### config.mk
export PLATFORM = sky130hd
export DESIGN_NAME = rgb565_grayscale4_ci
export DESIGN_NICKNAME = d
export VERILOG_FILES = /design/src/rtl/rgb565_grayscale4_ci.sv
export SDC_FILE = /design/constraint.sdc
export NUM_CORES = 1
export LEC_CHECK = 0
export BUFFER_PORTS_ARGS = -buffer_cell sky130_fd_sc_hd__buf_2
export CAP_MARGIN = 15
export CORE_MARGIN = 4
export CORE_UTILIZATION = 64
export DETAILED_ROUTE_END_ITERATION = 10
export PLACE_DENSITY = 0.83
export SKIP_LAST_GASP = 1
export SLEW_MARGIN = 30
export SYNTH_ARGS = -nofsm -noshare
export SYNTH_HDL_FRONTEND = slang
export SYNTH_SLANG_ARGS = --single-unit
export TNS_END_PERCENT = 10
### constraint.sdc
create_clock -name clock -period 7.4 [get_ports clock]
set_input_delay 0.74 -clock clock [delete_from_list [all_inputs] [get_ports clock]]
set_output_delay 0.74 -clock clock [all_outputs]
set_load 0.005 [all_outputs]
### src/rtl/rgb565_grayscale4_ci.sv
// -----------------------------------------------------------------------------
// rgb565_grayscale4_ci
//
// Multi-cycle custom instruction that converts four RGB565 pixels into four
// 8-bit grayscale values per issue, packed into one 32-bit result.
//
//   gray = clamp255( (R8*RC + G8*GC + B8*BC) >> 8 )
//
// R8/G8/B8 are the 5/6/5-bit channels widened to 8 bits by replicating their
// top bits, so full-scale channels map to 8'hFF. Truncation only, no rounding.
//
// Timing: start accepted in cycle N -> products registered (MUL, cycle N+1)
//         -> sums clamped and packed, done=1 in cycle N+2 (SUM) -> IDLE.
// A start that arrives while MUL or SUM is in progress is dropped; the CPU
// is expected to stall until done.
//
// Parameters:
//   customInstructionId  instruction ID this block answers to
//   RED_COEF             red weight   (1/256 units)
//   GREEN_COEF           green weight (1/256 units)
//   BLUE_COEF            blue weight  (1/256 units)
//
// Ports:
//   clock   in   1   rising-edge clock
//   reset   in   1   asynchronous active-high reset, aborts any operation
//   start   in   1   one-cycle instruction strobe
//   iseId   in   8   ID of the instruction being issued
//   valueA  in  32   pixel 0 in [15:0], pixel 1 in [31:16]
//   valueB  in  32   pixel 2 in [15:0], pixel 3 in [31:16]
//   done    out  1   one-cycle completion pulse
//   result  out 32   gray(p0)[7:0] .. gray(p3)[31:24]; zero unless done=1
//
// Optional feature, macro GRAYSCALE_COEF_PROG_EN:
//   When defined, ID customInstructionId+1 is a coefficient write:
//   red <= valueA[7:0], green <= valueA[15:8], blue <= valueA[23:16],
//   done pulses one cycle later with result=0. Coefficients reset to the
//   parameter values. When undefined, the weights are fixed constants and
//   ID customInstructionId+1 is ignored.
// -----------------------------------------------------------------------------
module rgb565_grayscale4_ci #(
    parameter logic [7:0] customInstructionId = 8'd0,
    parameter logic [7:0] RED_COEF            = 8'd54,
    parameter logic [7:0] GREEN_COEF          = 8'd183,
    parameter logic [7:0] BLUE_COEF           = 8'd19
) (
    input  logic        clock,
    input  logic        reset,
    input  logic        start,
    input  logic [7:0]  iseId,
    input  logic [31:0] valueA,
    input  logic [31:0] valueB,
    output logic        done,
    output logic [31:0] result
);

    localparam int NPIX  = 4;
    localparam int NPROD = 3 * NPIX;

    typedef enum logic [1:0] {
        IDLE = 2'd0,
        MUL  = 2'd1,
        SUM  = 2'd2
    } state_t;

    // ------------------------------------------------------------------
    // Helper functions: channel widening and saturation
    // ------------------------------------------------------------------
    function automatic logic [7:0] expand5(input logic [4:0] v);
        return {v, v[4:2]};
    endfunction

    function automatic logic [7:0] expand6(input logic [5:0] v);
        return {v, v[5:4]};
    endfunction

    // Scales an 18-bit weighted sum down by 256 and saturates to 8 bits.
    // Three 8x8 products can reach 3*255*255, i.e. a 10-bit quotient.
    function automatic logic [7:0] sat_u8(input logic [17:0] sum);
        logic [9:0] scaled;
        scaled = 10'(sum >> 8);
        return (scaled > 10'd255) ? 8'hFF : scaled[7:0];
    endfunction

    // ------------------------------------------------------------------
    // State
    // ------------------------------------------------------------------
    state_t      state_q;
    logic        done_q;
    logic [31:0] result_q;
    logic [15:0] prod_p1_q [NPROD];

    logic [7:0]  coef_r;
    logic [7:0]  coef_g;
    logic [7:0]  coef_b;

`ifdef GRAYSCALE_COEF_PROG_EN
    localparam logic [7:0] COEF_WR_ID = customInstructionId + 8'd1;

    logic [7:0]  coef_r_q;
    logic [7:0]  coef_g_q;
    logic [7:0]  coef_b_q;
    logic        accept_coef;

    assign coef_r      = coef_r_q;
    assign coef_g      = coef_g_q;
    assign coef_b      = coef_b_q;
    assign accept_coef = start && (iseId == COEF_WR_ID);
`else
    assign coef_r = RED_COEF;
    assign coef_g = GREEN_COEF;
    assign coef_b = BLUE_COEF;
`endif

    logic        accept_conv;
    assign accept_conv = start && (iseId == customInstructionId);

    // ------------------------------------------------------------------
    // Stage 0 -> 1: widen channels and form the twelve weighted products
    // ------------------------------------------------------------------
    logic [15:0] pix      [NPIX];
    logic [15:0] prod_p1_d [NPROD];

    always_comb begin
        pix[0] = valueA[15:0];
        pix[1] = valueA[31:16];
        pix[2] = valueB[15:0];
        pix[3] = valueB[31:16];
        for (int i = 0; i < NPIX; i++) begin
            prod_p1_d[3*i]     = {8'd0, expand5(pix[i][15:11])} * {8'd0, coef_r};
            prod_p1_d[3*i + 1] = {8'd0, expand6(pix[i][10:5])}  * {8'd0, coef_g};
            prod_p1_d[3*i + 2] = {8'd0, expand5(pix[i][4:0])}   * {8'd0, coef_b};
        end
    end

    // ------------------------------------------------------------------
    // Stage 1 -> 2: per-pixel sum, scale, clamp and pack
    // ------------------------------------------------------------------
    logic [17:0] sum_p2   [NPIX];
    logic [31:0] packed_p2_d;

    always_comb begin
        packed_p2_d = 32'd0;
        for (int i = 0; i < NPIX; i++) begin
            sum_p2[i] = {2'b00, prod_p1_q[3*i]}
                      + {2'b00, prod_p1_q[3*i + 1]}
                      + {2'b00, prod_p1_q[3*i + 2]};
            packed_p2_d[8*i +: 8] = sat_u8(sum_p2[i]);
        end
    end

    // ------------------------------------------------------------------
    // Control FSM with registered outputs
    // ------------------------------------------------------------------
    always_ff @(posedge clock or posedge reset) begin
        if (reset) begin
            state_q  <= IDLE;
            done_q   <= 1'b0;
            result_q <= 32'd0;
            for (int k = 0; k < NPROD; k++) begin
                prod_p1_q[k] <= 16'd0;
            end
`ifdef GRAYSCALE_COEF_PROG_EN
            coef_r_q <= RED_COEF;
            coef_g_q <= GREEN_COEF;
            coef_b_q <= BLUE_COEF;
`endif
        end else begin
            case (state_q)
                IDLE: begin
                    done_q   <= 1'b0;
                    result_q <= 32'd0;
                    if (accept_conv) begin
                        for (int k = 0; k < NPROD; k++) begin
                            prod_p1_q[k] <= prod_p1_d[k];
                        end
                        state_q <= MUL;
                    end
`ifdef GRAYSCALE_COEF_PROG_EN
                    else if (accept_coef) begin
                        // Coefficient write completes in one cycle; SUM is
                        // reused only to hold the done pulse for a cycle.
                        coef_r_q <= valueA[7:0];
                        coef_g_q <= valueA[15:8];
                        coef_b_q <= valueA[23:16];
                        done_q   <= 1'b1;
                        state_q  <= SUM;
                    end
`endif
                end
                MUL: begin
                    result_q <= packed_p2_d;
                    done_q   <= 1'b1;
                    state_q  <= SUM;
                end
                SUM: begin
                    // Any start seen here is dropped; the CPU is stalled.
                    done_q   <= 1'b0;
                    result_q <= 32'd0;
                    state_q  <= IDLE;
                end
                default: begin
                    done_q   <= 1'b0;
                    result_q <= 32'd0;
                    state_q  <= IDLE;
                end
            endcase
        end
    end

    assign done   = done_q;
    assign result = result_q;

endmodule
==> results.cfg <==
[placement]
gp_congestion = 0.8611
io_buffer_count = 107
post-dp-hpwl_mm = 36.70
dpl_worst_slack_ps = 2590

[sta]
setup_ws_ps = 3060
post-route-period-util_pct = 58.64
worst-slew-pin-transition_ps = 829.6
finalSetupViolCount = 0
hold_viol_final = 0
fin_crit_ps = 4340
setup_tns_ps = 0
max_freq_ghz = 0.2304
maxSlewHeadroom_pct = 44.70
slew_violations = 0
skew_ps = 8.664
rsz0062_at_grt = no

[synthesis]
synthFlopType = dfrtp_1
synth_fa_ha_area_share_pct = 39.72
muxShareOfSynthArea_pct = 0.3004
async_flop_share_pct = 100.0
ys_seq_area_share_pct = 23.46
synth-simple-area-share_pct = 8.106
synthTopCellsByCount = inv_1 (467), ha_1 (393), dfrtp_1 (203)
synthTopCellsByArea = dfrtp_1 (23%), ha_1 (23%), fa_1 (17%), inv_1 (8.1%), o21ai_0 (4.2%)
yosysMostFrequentCell = inv_1
synthDistinctLibCells = 68
synth_xor_area_share_pct = 4.651
yosys_warnings = 0
synth_cells = 2294
synth.cell_area_sq_um = 21660
synth.avg_cell_area_sq_um = 9.440
synth_top_family_by_area = adder cells
synth_top_area_share_pct = 23.46
syn_nets = 2946
synth-seq-cells = 203
netlist.top_cell.by_area = dfrtp_1
synth_edf_count = 0
synth_compound_area_share_pct = 14.83

[worst_setup_path]
worstSetupEndpointType = register
cp.required_ps = 7810
crit_fanout = 10
path_class = input pin to register
ff2ff_setup_slack_ps = 3860
reg2reg_from = state_q[1]
worst_ep_arrival_time_ps = 4750
reg2reg_depth = 6
r2r-end = prod_p1_q[45]
cp-start-kind = input pin

[route]
drt-pass1-iter-count = 5
drc = 0
dr_total_vias = 15868
drt_iter0_drc = 793
wirelength_mm = 45.54
drt.antenna.violating_nets = 0
wl_per_cell_microns = 15.97
drt-vias-per-instance = 5.566

[global_routing]
grt_max_degree = 134
first_global_vias = 16673
grt_pass1_wl_mm = 78.31
track_usage_pct = 25.53
grt-ovfl-total = 0
grt_antenna_before_repair = 1

[clock_network]
cts_buffers = 23
clock_latency_ps = 510
numClockSinks = 203
post_cts_buffers = 0
cts_hold_buffers = 0
cts_root_buf = clkbuf_16
cts_max_path_buffers = 3
h-tree-depth = 1
cts-resized-gates = 0
tritoncts = yes
clk_pin_slew_ps = 60

[floorplan]
fp.dieH_microns = 192.0
core_sq_um = 33450
boundaryPins = 108
dieArea_sq_um = 36840
start_util_pct = 64.74
core.rowCount = 67
die_w_microns = 192.0

[final_layout]
utilization_pct = 70.01
nNetsFinal = 3040
final_layout_size_suffix_gt1_share_pct = 7.740
area_delta_synth_final_pct = 8.129
diodes = 0
fill_cells = 2490

[pwr]
power_frac_comb_pct = 53.4
internal_power_w = 0.003157
power_density_nw_per_um2 = 226.1
p_sw_w = 0.002137
p_sw_share_pct = 40.37
power.leakage_nw = 12.95
ir_drop_mv = 0.1633
p_seq_share_pct = 24.2
p_clk_share_pct = 22.4

[min_path]
hold_class = input pin to asynchronous set/reset pin

[run_status]
outcome = complete, no violations

[run]
drv_cap = 0
[how the worst max path moves through the flow]
stage,cells after the start,endpoint,slack (ps),from
2_1_floorplan,1,done,1120,reset
3_3_place_gp,13,prod_p1_q[31],2680,valueB[26]
3_5_place_dp,13,prod_p1_q[31],2590,valueB[26]
4_1_cts,13,prod_p1_q[31],3080,valueB[26]
5_1_grt,13,prod_p1_q[31],2830,valueB[26]
6_report,13,prod_p1_q[31],3060,valueB[26]
[power by group through the flow]
| stage | registers [W] | logic (W) | clock network (W) |
|---|---|---|---|
| 4_1_cts | 0.00128 | 0.00283 | 0.00120 |
| 3_3_place_gp | 0.00130 | 0.00266 | 0 |
| 2_1_floorplan | 0.00128 | 0.00218 | 0 |
| 6_report | 0.00128 | 0.00283 | 0.00119 |
| 3_5_place_dp | 0.00130 | 0.00279 | 0 |
| 5_1_grt | 0.00129 | 0.00321 | 0.00125 |
[worst max-delay path, cell delays in order]
cell and delay [ps]:
buf_2 180, ha_1 320, inv_1 60, fa_1 530
fa_1 520, fa_1 540, inv_1 40, ha_1 330
a21o_1 200, o41ai_1 540, o21ai_0 300, a211o_1 340
o211ai_1 110
[per-stage QoR]
stage	power (W)	std cells	cell area, sq um	hold WS, ps
3_5_place_dp	0.004089	2811	22640	479.2
4_1_cts	0.005310	2851	23410	469.7
6_report	0.005294	2851	23420	341.8
5_1_grt	0.005761	2851	23420	387.2
2_1_floorplan	0.003460	2294	21660	442.5
3_3_place_gp	0.003959	2811	22640	462.8
[per-layer routing]
metal / track usage (%) / vias to the layer above / part of all wire [%]
met5: 0 / - / 0.018
met1: 34.66 / 7688 / 46
met2: 44.92 / 303 / 49
met4: 5.635 / 2 / 2.0
met3: 2.217 / 79 / 3.1
li1: - / 7796 / -
[registers in the layout, summed over array words and instances (netlist names)]
register,flops
prod_p1_q,168
state_q,2
result,32
done,1
[cell usage in the layout, fill, tap and decap left out, types with 10 or more instances in the layout]
cell type,n
a211oi_1,12
a21o_1,61
a21oi_1,97
a31oi_1,20
buf_2,107
clkbuf_16,23
dfrtp_1,203
fa_1,184
ha_1,393
inv_1,465
nand2_1,196
nand3_1,23
nor2_1,62
nor3_1,29
o21a_1,32
o21ai_0,181
o21bai_1,17
o41ai_1,10
xnor2_1,52
xor2_1,63
[final cells by class]
class | instances | area [sq um] | area share (%)
clock inverters | 6 | 105.1 | 0.4488
flip-flops and latches | 203 | 5080 | 21.69
multi-input cells | 1580 | 14650 | 62.58
repair buffers | 113 | 584.3 | 2.495
inverters | 467 | 1767 | 7.545
clock buffers | 34 | 666.9 | 2.848
well taps | 448 | 560.5 | 2.394
[kinds of logic after synthesis]
family,Yosys count
fa+ha+maj,577
mux,6
buf+inv,511
flops,203
simple gates,384
compound gates,498
xor+xnor,115
(Power assumes the default switching activity.)
